$ cat src/rtl/mac_fifo.sv
// mac_fifo: operand-triple FIFO feeding one registered multiply-add stage.
// Mode 0 emits A*B+C per triple; mode 1 emits the sum of A*B+C over a frame
// of DEPTH triples. The input side uses a valid/ready handshake, and so does
// the output side; either side may stall.
module mac_fifo #(
  parameter int WIDTH = 8,
  parameter int DEPTH = 4
) (
  input  logic                                clock,
  input  logic                                reset_n,
  input  logic                                mode,
  input  logic                                in_valid,
  output logic                                in_ready,
  input  logic [WIDTH-1:0]                    A,
  input  logic [WIDTH-1:0]                    B,
  input  logic [WIDTH-1:0]                    C,
  output logic                                out_valid,
  input  logic                                out_ready,
  output logic [2*WIDTH+$clog2(DEPTH)-1:0]    out,
  output logic [$clog2(DEPTH):0]              level
);

  localparam int AW    = $clog2(DEPTH);
  localparam int PW    = 2 * WIDTH;
  localparam int OUT_W = PW + AW;
  localparam logic [AW-1:0] LAST = AW'(DEPTH - 1);
  localparam logic [AW:0]   FULL = (AW + 1)'(DEPTH);

  // Operand storage; never reset, only entries between rd and wr are live.
  logic [WIDTH-1:0] mem_a_q [DEPTH];
  logic [WIDTH-1:0] mem_b_q [DEPTH];
  logic [WIDTH-1:0] mem_c_q [DEPTH];

  logic [AW-1:0]    wr_ptr_q, wr_ptr_d;
  logic [AW-1:0]    rd_ptr_q, rd_ptr_d;
  logic [AW-1:0]    fcnt_q, fcnt_d;
  logic [AW:0]      level_q, level_d;
  logic [OUT_W-1:0] acc_q, acc_d;
  logic [OUT_W-1:0] out_q, out_d;
  logic             out_valid_q, out_valid_d;
  logic             mode_q, mode_d;

  logic             push;
  logic             pop;
  logic             mode_eff;
  logic             out_free;
  logic             frame_last;
  logic [PW-1:0]    term;
  logic [OUT_W-1:0] term_x;

  // A*B+C never exceeds 2*WIDTH bits, so the term needs no saturation.
  function automatic logic [PW-1:0] mac_term(input logic [WIDTH-1:0] a,
                                             input logic [WIDTH-1:0] b,
                                             input logic [WIDTH-1:0] c);
    logic [PW-1:0] a_x;
    logic [PW-1:0] b_x;
    logic [PW-1:0] c_x;
    a_x = {{WIDTH{1'b0}}, a};
    b_x = {{WIDTH{1'b0}}, b};
    c_x = {{WIDTH{1'b0}}, c};
    return (a_x * b_x) + c_x;
  endfunction

  // Handshake decode and the compute-stage term for the head entry.
  always_comb begin
    in_ready   = (level_q < FULL);
    out_free   = !out_valid_q || out_ready;
    // A frame boundary takes the live mode input; mid-frame keeps the latched one.
    mode_eff   = (fcnt_q == '0) ? mode : mode_q;
    frame_last = (fcnt_q == LAST);
    push       = in_valid && in_ready;
    // Non-final frame pops only touch acc, so they bypass the output stall.
    pop        = (level_q != '0) && ((mode_eff && !frame_last) || out_free);
    term       = mac_term(mem_a_q[rd_ptr_q], mem_b_q[rd_ptr_q], mem_c_q[rd_ptr_q]);
    term_x     = {{AW{1'b0}}, term};
  end

  // Next-state for pointers, occupancy, frame accumulation and result register.
  always_comb begin
    wr_ptr_d    = wr_ptr_q;
    rd_ptr_d    = rd_ptr_q;
    level_d     = level_q;
    fcnt_d      = fcnt_q;
    acc_d       = acc_q;
    out_d       = out_q;
    out_valid_d = out_valid_q;
    mode_d      = (fcnt_q == '0) ? mode : mode_q;

    if (push) begin
      wr_ptr_d = wr_ptr_q + AW'(1);
    end
    if (pop) begin
      rd_ptr_d = rd_ptr_q + AW'(1);
    end
    case ({push, pop})
      2'b10:   level_d = level_q + (AW + 1)'(1);
      2'b01:   level_d = level_q - (AW + 1)'(1);
      default: level_d = level_q;
    endcase

    if (out_valid_q && out_ready) begin
      out_valid_d = 1'b0;
    end

    if (pop) begin
      if (!mode_eff) begin
        out_d       = term_x;
        out_valid_d = 1'b1;
      end else if (!frame_last) begin
        acc_d  = acc_q + term_x;
        fcnt_d = fcnt_q + AW'(1);
      end else begin
        out_d       = acc_q + term_x;
        out_valid_d = 1'b1;
        acc_d       = '0;
        fcnt_d      = '0;
      end
    end
  end

  // Control and result state, cleared asynchronously.
  always_ff @(posedge clock or negedge reset_n) begin
    if (!reset_n) begin
      wr_ptr_q    <= '0;
      rd_ptr_q    <= '0;
      level_q     <= '0;
      fcnt_q      <= '0;
      acc_q       <= '0;
      out_q       <= '0;
      out_valid_q <= 1'b0;
      mode_q      <= 1'b0;
    end else begin
      wr_ptr_q    <= wr_ptr_d;
      rd_ptr_q    <= rd_ptr_d;
      level_q     <= level_d;
      fcnt_q      <= fcnt_d;
      acc_q       <= acc_d;
      out_q       <= out_d;
      out_valid_q <= out_valid_d;
      mode_q      <= mode_d;
    end
  end

  // Operand write port.
  always_ff @(posedge clock) begin
    if (push) begin
      mem_a_q[wr_ptr_q] <= A;
      mem_b_q[wr_ptr_q] <= B;
      mem_c_q[wr_ptr_q] <= C;
    end
  end

  assign out       = out_q;
  assign out_valid = out_valid_q;
  assign level     = level_q;

endmodule
$ cat config.mk
export PLATFORM = sky130hd
export DESIGN_NAME = mac_fifo
export DESIGN_NICKNAME = d
export VERILOG_FILES = /design/src/rtl/mac_fifo.sv
export SDC_FILE = /design/constraint.sdc
export NUM_CORES = 1
export LEC_CHECK = 0
export ABC_AREA = 1
export CAP_MARGIN = 0
export CELL_PAD_IN_SITES_DETAIL_PLACEMENT = 0
export CELL_PAD_IN_SITES_GLOBAL_PLACEMENT = 1
export CORE_MARGIN = 2
export CORE_UTILIZATION = 51
export CTS_CLUSTER_SIZE = 8
export DETAILED_ROUTE_END_ITERATION = 10
export GPL_TIMING_DRIVEN = 0
export PLACE_DENSITY_LB_ADDON = 0.05
export SLEW_MARGIN = 40
export SYNTH_ARGS = -nofsm -noshare
export SYNTH_HDL_FRONTEND = slang
export SYNTH_SLANG_ARGS = --single-unit
$ cat constraint.sdc
create_clock -name clock -period 10.6 [get_ports clock]
set_input_delay 2.12 -clock clock [delete_from_list [all_inputs] [get_ports clock]]
set_output_delay 2.12 -clock clock [all_outputs]
set_load 0.05 [all_outputs]
Word level (Yosys, flattened, before mapping)
Memory sizes are Yosys's and may differ from the RTL's.
Cells that the tools add are included.
{"block": "classes", "n_mux": 12, "n_addsub": 7, "n_reduce_logical": 13, "n_eq_ne": 4, "mul": 1, "magnitude_cmp": 1}
{"op": "$mux W18", "n": 3}
{"op": "$add A18 B16 Y18", "n": 1}
{"op": "$add A16 B8 Y16", "n": 1}
{"op": "$mul A8 B8 Y16", "n": 1}
{"op": "$mux W1", "n": 7}
{"op": "$add A2 B1 Y2 const B", "n": 3}
{"op": "$pmux W3 S2", "n": 1}
{"op": "$eq A2 B2 Y1 const B", "n": 2}
{"op": "$logic_and A1 B1 Y1", "n": 4}
{"op": "$reduce_and A2 Y1", "n": 2}
{"op": "$add A3 B1 Y3 const B", "n": 1}
{"op": "$lt A3 B3 Y1 const B", "n": 1}
{"op": "$reduce_bool A3 Y1", "n": 1}
{"op": "$sub A3 B1 Y3 const B", "n": 1}
{"op": "$eq A2 B1 Y1 const B", "n": 1}
{"op": "$logic_not A1 Y1", "n": 2}
{"op": "$logic_not A2 Y1", "n": 1}
{"op": "$logic_or A1 B1 Y1", "n": 2}
{"op": "$mux W2", "n": 1}
{"op": "$ne A2 B1 Y1 const B", "n": 1}
{"op": "$reduce_bool A2 Y1", "n": 1}
{"block": "totals", "word_cells": 49, "ram_bits": 96, "output_inout_bits": 23, "n_memories": 3, "in_bits": 29, "reg_bits": 47}
{"name": "mem_a_q", "words": 4, "word_bits": 8, "read_ports": 1, "rd_ports_with_merged_regs": 0, "wr": 1, "line_no": "30", "text": "logic [WIDTH-1:0] mem_a_q [DEPTH];"}
{"name": "mem_b_q", "words": 4, "word_bits": 8, "read_ports": 1, "rd_ports_with_merged_regs": 0, "wr": 1, "line_no": "31", "text": "logic [WIDTH-1:0] mem_b_q [DEPTH];"}
{"name": "mem_c_q", "words": 4, "word_bits": 8, "read_ports": 1, "rd_ports_with_merged_regs": 0, "wr": 1, "line_no": "32", "text": "logic [WIDTH-1:0] mem_c_q [DEPTH];"}

Depth between registers and ports, before layout
Gate-level depths: netlist of the first run.
{"block": "logic_depth", "depth_word": 7, "depth_mapped": 35, "depth_no_buf": 33}

Worst setup path after synthesis of the first run
No wires, ideal clock.
{"block": "synth_timing", "kind": "reg2reg", "startpoint": "register rd_ptr_q[0]", "endpoint": "register out_q[13], in the netlist out[13]", "setup_ns": 0.118, "n_path_buf": 2, "arrival_ns": 5.421, "stages_incl_launch_ff": 31, "required_ns": 10.482, "path_slack_ns": 5.062, "period_less_slack_ns": 5.538, "cell_sequence": "dfrtp_1 buf_2 inv_2 clkbuf_1 nand2_1 a32oi_1 inv_1 nor2_1 fa_1 fa_1 fa_1 inv_1 fa_1 inv_1 ha_1 nand2_1 nor2_1 a21oi_1 or2_2 nand2_1 ha_1 nand2_1 inv_1 nand2_1 inv_1 a21oi_1 nand2_1 nand2_1 nand3_1 nand3_1 nand2_1"}
{"block": "synth_via", "elab_chain_cells": 6, "word_cells_on_any_way": 8, "cone_classes": "add/sub: 2; mul: 1; mux: 2; memory: 3"}
{"item": "start, declared", "line_no": "35", "text": "logic [AW-1:0] rd_ptr_q, rd_ptr_d;"}
{"item": "start signal, assigned", "line_no": "134", "text": "rd_ptr_q <= rd_ptr_d;"}
{"item": "$mem_v2 Z4 W8, on equally long branches"}
{"item": "$mul A8 B8 Y16", "line_no": "61", "text": "return (a_x * b_x) + c_x;"}
{"item": "$add A16 B8 Y16 *", "line_no": "61"}
{"item": "$add A18 B16 Y18", "line_no": "113", "text": "out_d = acc_q + term_x;"}
{"item": "$mux W18", "line_no": "109", "text": "end else if (!frame_last) begin"}
{"item": "$mux W18 *", "line_no": "106", "text": "if (!mode_eff) begin"}
{"item": "end signal, assigned", "line_no": "138", "text": "out_q <= out_d;"}
{"item": "end, declared", "line_no": "39", "text": "logic [OUT_W-1:0] out_q, out_d;"}
Mark *: on every way between the ends. The rest lies on a longest branch, timed or not. The select of a mux whose other input is x is not followed.
A chain may end at the register's enable or synchronous reset.

Final worst setup path of the first run
{"block": "layout_timing", "startpoint": "register rd_ptr_q[0]", "endpoint": "register acc_q[16]"}
{"block": "layout_via", "elab_chain_cells": 5, "word_cells_on_any_way": 7, "cone_classes": "add/sub: 2; mul: 1; mux: 1; memory: 3"}
{"item": "$mem_v2 Z4 W8, on equally long branches"}
{"item": "$mul A8 B8 Y16", "line_no": "61"}
{"item": "$add A16 B8 Y16 *", "line_no": "61"}
{"item": "$add A18 B16 Y18 *", "line_no": "110", "text": "acc_d = acc_q + term_x;"}
{"item": "$mux W18 *", "line_no": "109"}
{"item": "end signal, assigned", "line_no": "128", "text": "acc_q <= '0;"}
{"item": "end signal, assigned", "line_no": "137", "text": "acc_q <= acc_d;"}
{"item": "end, declared", "line_no": "38", "text": "logic [OUT_W-1:0] acc_q, acc_d;"}
Mark *: on every way between the ends. The rest lies on a longest branch, timed or not.

==> summary.txt, run 1 <==
setup_tns - 0 ns
EDFF count, synth - 96
Max Buffers Root-to-Sink - 2
H-tree depth reported by CTS - 4
Post-CTS Resized - 0
maxcap violations - 0
initial antenna violation count - 0
Clk Latency, worst-skew pair - 0.43 ns
pre-CTS setup slack - 3.97 ns
CP top delay family - adder cells
met3 global-route usage - 4.64%
DP HPWL - 15.9 mm
area delta synth->final - 17.0%
footprint of the multi-input gates - 0.00430 mm2
Post-synth top flop - edfxtp_1
Die H - 137 um
total gr overflow - 0
post-CTS setup buffers - 0
antenna fix cells - 0
Routed Antenna Nets - 0
vias in the first global route - 6,827
Starting Density - 52.4%
setup violators final - 0
global route hottest layer - met2
share of post-route cells with drive strength above 1 - 6.08%
GR met1 Demand/Resource - 35.9%
critical path class - reg -> reg
total number of vias - 6,836
Filler cells - 1,538
first-pass GRT wire length - 34.5 mm
final hold vios - 0
Syn Nets - 1,149
DRT Pass-1 Iters - 4
CP Max Fanout - 10
cell row count - 48
post-synthesis area per instance - 8.96 um2
Clk pin slew, worst setup/hold paths - 0.07 ns
Tcrit/Tclk final - 63.2%
Req. time, crit path - 10.91 ns
status - finished, final reports clean
Hold WC Path Type - reg -> reg
I/O pin total - 52
Mapped Area - 0.00909 mm2
met2 usage - 37.0%
biggest cell delay along the critical path - 0.57 ns
max_slew headroom - 45.3%
largest net degree at the start of global routing - 38
number of remaining DRC errors - 0
number of port buffers - 51
CP max stage cell - fa_1
fmax - 0.149 GHz
skew final - 0.0121 ns
drt total wl - 20.9 mm
worst slew pin tran - 0.821 ns
clk sink count - 143
final worst setup slack - 3.90 ns
die area - 0.0189 mm2
GP Congestion - 0.842
clk root buf - clkbuf_16
routed vias/inst - 5.15
number of buffers created by CTS - 17
RSZ-0062 raised after global routing - no
CTS tree - yes
CP Data Arrival Time - 7.01 ns
sequential share of the synthesized area - 44.7%
Yosys warning total - 0
minimum clock period - 6.70 ns
wire per inst - 15.7 um
CTS hold repair buffers - 0
startpoint types - flop
Syn Inst Count - 1,014
nets - 1,224
CP endpoint kind - flop
Slew Limit Fails - 0
Core Box Area - 0.0174 mm2
#FFs+latches synth - 143
buffers plus inverters on the worst setup path - 6
Reg2Reg Setup Slack - 3.90 ns
fraction of registers with async set or reset after synthesis - 32.9%
Register Area - 0.00406 mm2
initial drt markers - 446
Chip Width - 137 um
GRT Total Usage - 24.3%
post-synth cell types - 34
## path summary, 6_finish.rpt
kind,startpoint,end,depth (start not counted)
min reg2reg,out[15],out[15],2
max reg2reg,rd_ptr_q[0],acc_q[16],26
min,out[15],out[15],2
max in group asynchronous,reset_n,out[2],2
min in group asynchronous,reset_n,acc_q[13],1
max,rd_ptr_q[0],acc_q[16],26
## worst reg2reg max path, cell delays in order, from the launching register on
cell      delay (ns)
dfrtp_1         0.35
buf_2           0.16
inv_2           0.07
clkbuf_1        0.45
nand2_1         0.11
a32oi_1         0.47
inv_1           0.29
nor2_1          0.20
fa_1            0.46
fa_1            0.54
fa_1            0.57
inv_1           0.06
fa_1            0.53
inv_1           0.04
ha_1            0.35
nand2_1         0.11
nor2_1          0.20
a21oi_1         0.09
or2_2           0.29
nand2_1         0.07
ha_1            0.28
nand2_1         0.16
o21bai_1        0.12
a21oi_1         0.30
nand3_1         0.16
nand3_1         0.11
o21ai_0         0.07
## final cells by class
type	count	share of cell area, %
Clock inverter	15	1.75
Inverter	172	6.08
Tap cell	225	2.65
Timing Repair Buffer	56	5.88
Buffer	23	1.05
Sequential cell	143	38.2
Multi-Input combinational cell	676	40.4
Clock buffer	17	4.00
## state kept, by name (all words and copies together), names as in the netlist
name and count:
acc_q 18, mem_b_q 32, out 18, mem_c_q 32
mode_q 1, out_valid 1, mem_a_q 32, level 3
rd_ptr_q 2, wr_ptr_q 2, fcnt_q 2
## per-stage QoR
step                      cells  util (%)  hold WS, ns  area (um2)
after floorplan            1014         -        0.455        9090
after global placement     1290      56.9        0.464        9880
after detailed placement   1295      57.7        0.466       10000
after CTS                  1327      61.3        0.484       10600
after global routing       1327      61.3        0.498       10600
final                      1327      61.3        0.480       10600
## cells in the mapped netlist, types with 3 or more instances
cell	instances	area share (%)
nand2_1	302	12
inv_1	169	7.0
edfxtp_1	96	32
nor2_1	78	3.2
ha_1	60	8.3
nand3_1	52	2.9
dfrtp_1	47	13
fa_1	46	10
a21oi_1	40	2.2
o21ai_0	22	1.2
a32oi_1	16	1.5
buf_2	14	0.77
xor2_1	9	0.87
xnor2_1	8	0.77
a32o_1	6	0.66
clkbuf_1	6	0.25
a22o_1	5	0.48
nand4_1	5	0.34
nor3_1	4	0.22
o21ai_1	4	0.22
and2_1	3	0.21
nand2_2	3	0.21
o22ai_1	3	0.21
## cell families (layout without fill, tap and decap cells)
group	after synthesis	after routing	synth area share (%)
flip-flops	143	143	44.7
AO/OA/AOI/OAI	104	104	7.27
adder cells (fa/ha/maj)	106	106	18.4
buffers and inverters	195	283	8.34
AND/OR/NAND/NOR	449	449	19.7
XOR/XNOR	17	17	1.64
## layout by cell type (no fill, tap or decap), drive strengths merged
cell / netlist / layout
nand2: 305 / 305
inv: 171 / 180
edfxtp: 96 / 96
nor2: 78 / 78
ha: 60 / 60
nand3: 52 / 52
clkdlybuf4s50: 0 / 50
dfrtp: 47 / 47
fa: 46 / 46
a21oi: 41 / 41
o21ai: 27 / 27
clkbuf: 6 / 23
buf: 17 / 23
a32oi: 16 / 16
xor2: 9 / 9
xnor2: 8 / 8
a32o: 6 / 6
nand4: 5 / 5
a22o: 5 / 5
clkinv: 1 / 5
nor3: 4 / 4
o22ai: 3 / 3
and2: 3 / 3
or2: 2 / 2
o211ai: 2 / 2
a31oi: 2 / 2
a21o: 1 / 1
o21bai: 1 / 1
clkinvlp: 0 / 1
bufinv: 0 / 1
## metal layers
| layer | wire [um] | part of all wire [%] |
|---|---|---|
| met4 | 246 | 1.2 |
| met3 | 1000 | 4.8 |
| met5 | 0 | 0 |
| met2 | 9270 | 44 |
| met1 | 10400 | 50 |
Power of run 1 is not shown: default switching activity piles up to over one toggle a cycle in this logic, so the estimate is an artifact.
==> run 2, diff against run 1 <==
Settings changed: CORE_UTILIZATION 51 to 47.
Clock period 10.6 ns to 6.43 ns, I/O delays scaled along.
==> summary.txt, run 2 (synthesized netlist as in run 1, its figures left out) <==
setup violators final - 0
Tcrit/Tclk final - 93.3%
Starting Density - 48.3%
first-pass GRT wire length - 35.0 mm
Die H - 143 um
GRT Total Usage - 22.5%
final worst setup slack - 0.431 ns
final hold vios - 0
most frequent cells in the layout - nand2_1 (299), inv_1 (156), edfxtp_1 (96), nor2_1 (65), ha_1 (56)
biggest cell delay along the critical path - 0.55 ns
Routed Antenna Nets - 0
skew final - 0.0120 ns
Hold WC Path Type - reg -> reg
worst hold path stage count - 2
Req. time, crit path - 6.76 ns
Core Box Area - 0.0188 mm2
total gr overflow - 0
initial antenna violation count - 0
initial drt markers - 441
nets - 1,231
cell row count - 50
number of port buffers - 51
clk root buf - clkbuf_16
Inst Count DP - 1,330
capture point of the worst path - out[13]
total number of vias - 6,877
Max Buffers Root-to-Sink - 2
CTS tree - yes
drt total wl - 21.6 mm
biggest regs - mem_a_q (32), mem_b_q (32), mem_c_q (32)
FF-to-FF Start - rd_ptr_q[0]
critical path class - reg -> reg
share of post-route cells with drive strength above 1 - 11.8%
Clk Latency, worst-skew pair - 0.43 ns
Setup crit start - rd_ptr_q[0]
Clk pin slew, worst setup/hold paths - 0.07 ns
final std cells w/o fill - 1,369
most common cell after layout, fill and taps aside - nand2_1
CP max stage cell - fa_1
Chip Width - 143 um
vias in the first global route - 6,814
Reg2Reg Setup Slack - 0.43 ns
antenna fix cells - 0
CP Max Fanout - 10
number of remaining DRC errors - 0
worst slew pin tran - 0.610 ns
pre-CTS setup slack - -0.217 ns
wire per inst - 15.8 um
CP Data Arrival Time - 6.32 ns
I/O pin total - 52
fmax - 0.167 GHz
routed vias/inst - 5.02
startpoint types - flop
maxcap violations - 0
minimum clock period - 6.00 ns
GP Congestion - 0.860
Slew Limit Fails - 0
worst reg2reg path depth - 32
clk sink count - 143
DRT Pass-1 Iters - 5
CP endpoint kind - flop
die area - 0.0205 mm2
largest net degree at the start of global routing - 37
number of buffers created by CTS - 17
H-tree depth reported by CTS - 4
status - finished, final reports clean
most used cell, CP - nand2_1
DP HPWL - 16.0 mm
R2R Path End - out[13]
area delta synth->final - 21.8%
max_slew headroom - 59.3%
## run 2: cell count changes in the layout (fill, tap and decap cells not counted), moves of 10 or more
cell	before	now
a32oi_1	16	0
a32oi_4	0	11
buf_4	1	11
inv_1	169	156
inv_2	2	14
## run 2: per-stage QoR
stage	area [um2]	hold slack, ns	util (%)	TNS (ns)
after floorplan	9090	0.455	-	0
after global placement	9920	0.462	52.7	-1.34
after detailed placement	10000	0.465	53.3	-1.27
after CTS	10700	0.482	56.6	0
after global routing	11100	0.500	58.8	-0.0146
final	11100	0.478	58.8	0
## run 2: worst min-delay path by stage
stage	from	end	slack, ns
finish	out[17]	out[17]	0.48
global route	out[15]	out[15]	0.50
CTS	out[15]	out[15]	0.48
detailed placement	out[15]	out[15]	0.46
global placement	out[15]	out[15]	0.46
floorplan	acc_q[10]	acc_q[10]	0.46
## run 2: metal layers
layer  routed length [um]  global-route usage [%]  part of all wire, %
met4                  244                    5.37                  1.1
met3                  966                    4.29                  4.5
met5                    0                       0                    0
met1                10900                    33.4                   51
met2                 9450                    34.1                   44
## run 2: critical path, delay by kind of cell, from the launching register on
family                   cells  cell delay (ns)
AND/OR/NAND/NOR             15             1.51
flip-flops                   1             0.36
buffers and inverters        8             0.78
adder cells (fa/ha/maj)      6             2.76
AO/OA/AOI/OAI                3             0.50
## run 2: what timing repair did
| action | CTS | global route |
|---|---|---|
| setup endpoints to repair | 14 | 20 |
| resized for setup | 11 | 89 |
| pin swaps | 0 | 8 |
| setup buffers | 0 | 7 |
| hold buffers | 0 | 0 |
## run 2: cell type report
| cell class | instances | area (um2) |
|---|---|---|
| buffer | 23 | 171 |
| clock inverter | 15 | 160 |
| fill | 1700 | 7760 |
| clock buffer | 17 | 425 |
| timing repair buffer | 63 | 653 |
| multi-input combinational | 676 | 4630 |
| sequential | 143 | 4060 |
| inverter | 172 | 649 |
| tap | 260 | 325 |
Power of run 2 is left out for the same reason.
==> run 3, diff against run 2 <==
==> constraint.sdc (replaced) <==
create_clock -name clock -period 6.43 [get_ports clock]
set_input_delay 1.929 -clock clock [delete_from_list [all_inputs] [get_ports clock]]
set_output_delay 1.929 -clock clock [all_outputs]
set_load 0.05 [all_outputs]
==> results of run 3 <==
Same layout as run 2 (identical final DEF). Status: finished, final reports clean.
Power of run 3 is left out for the same reason.
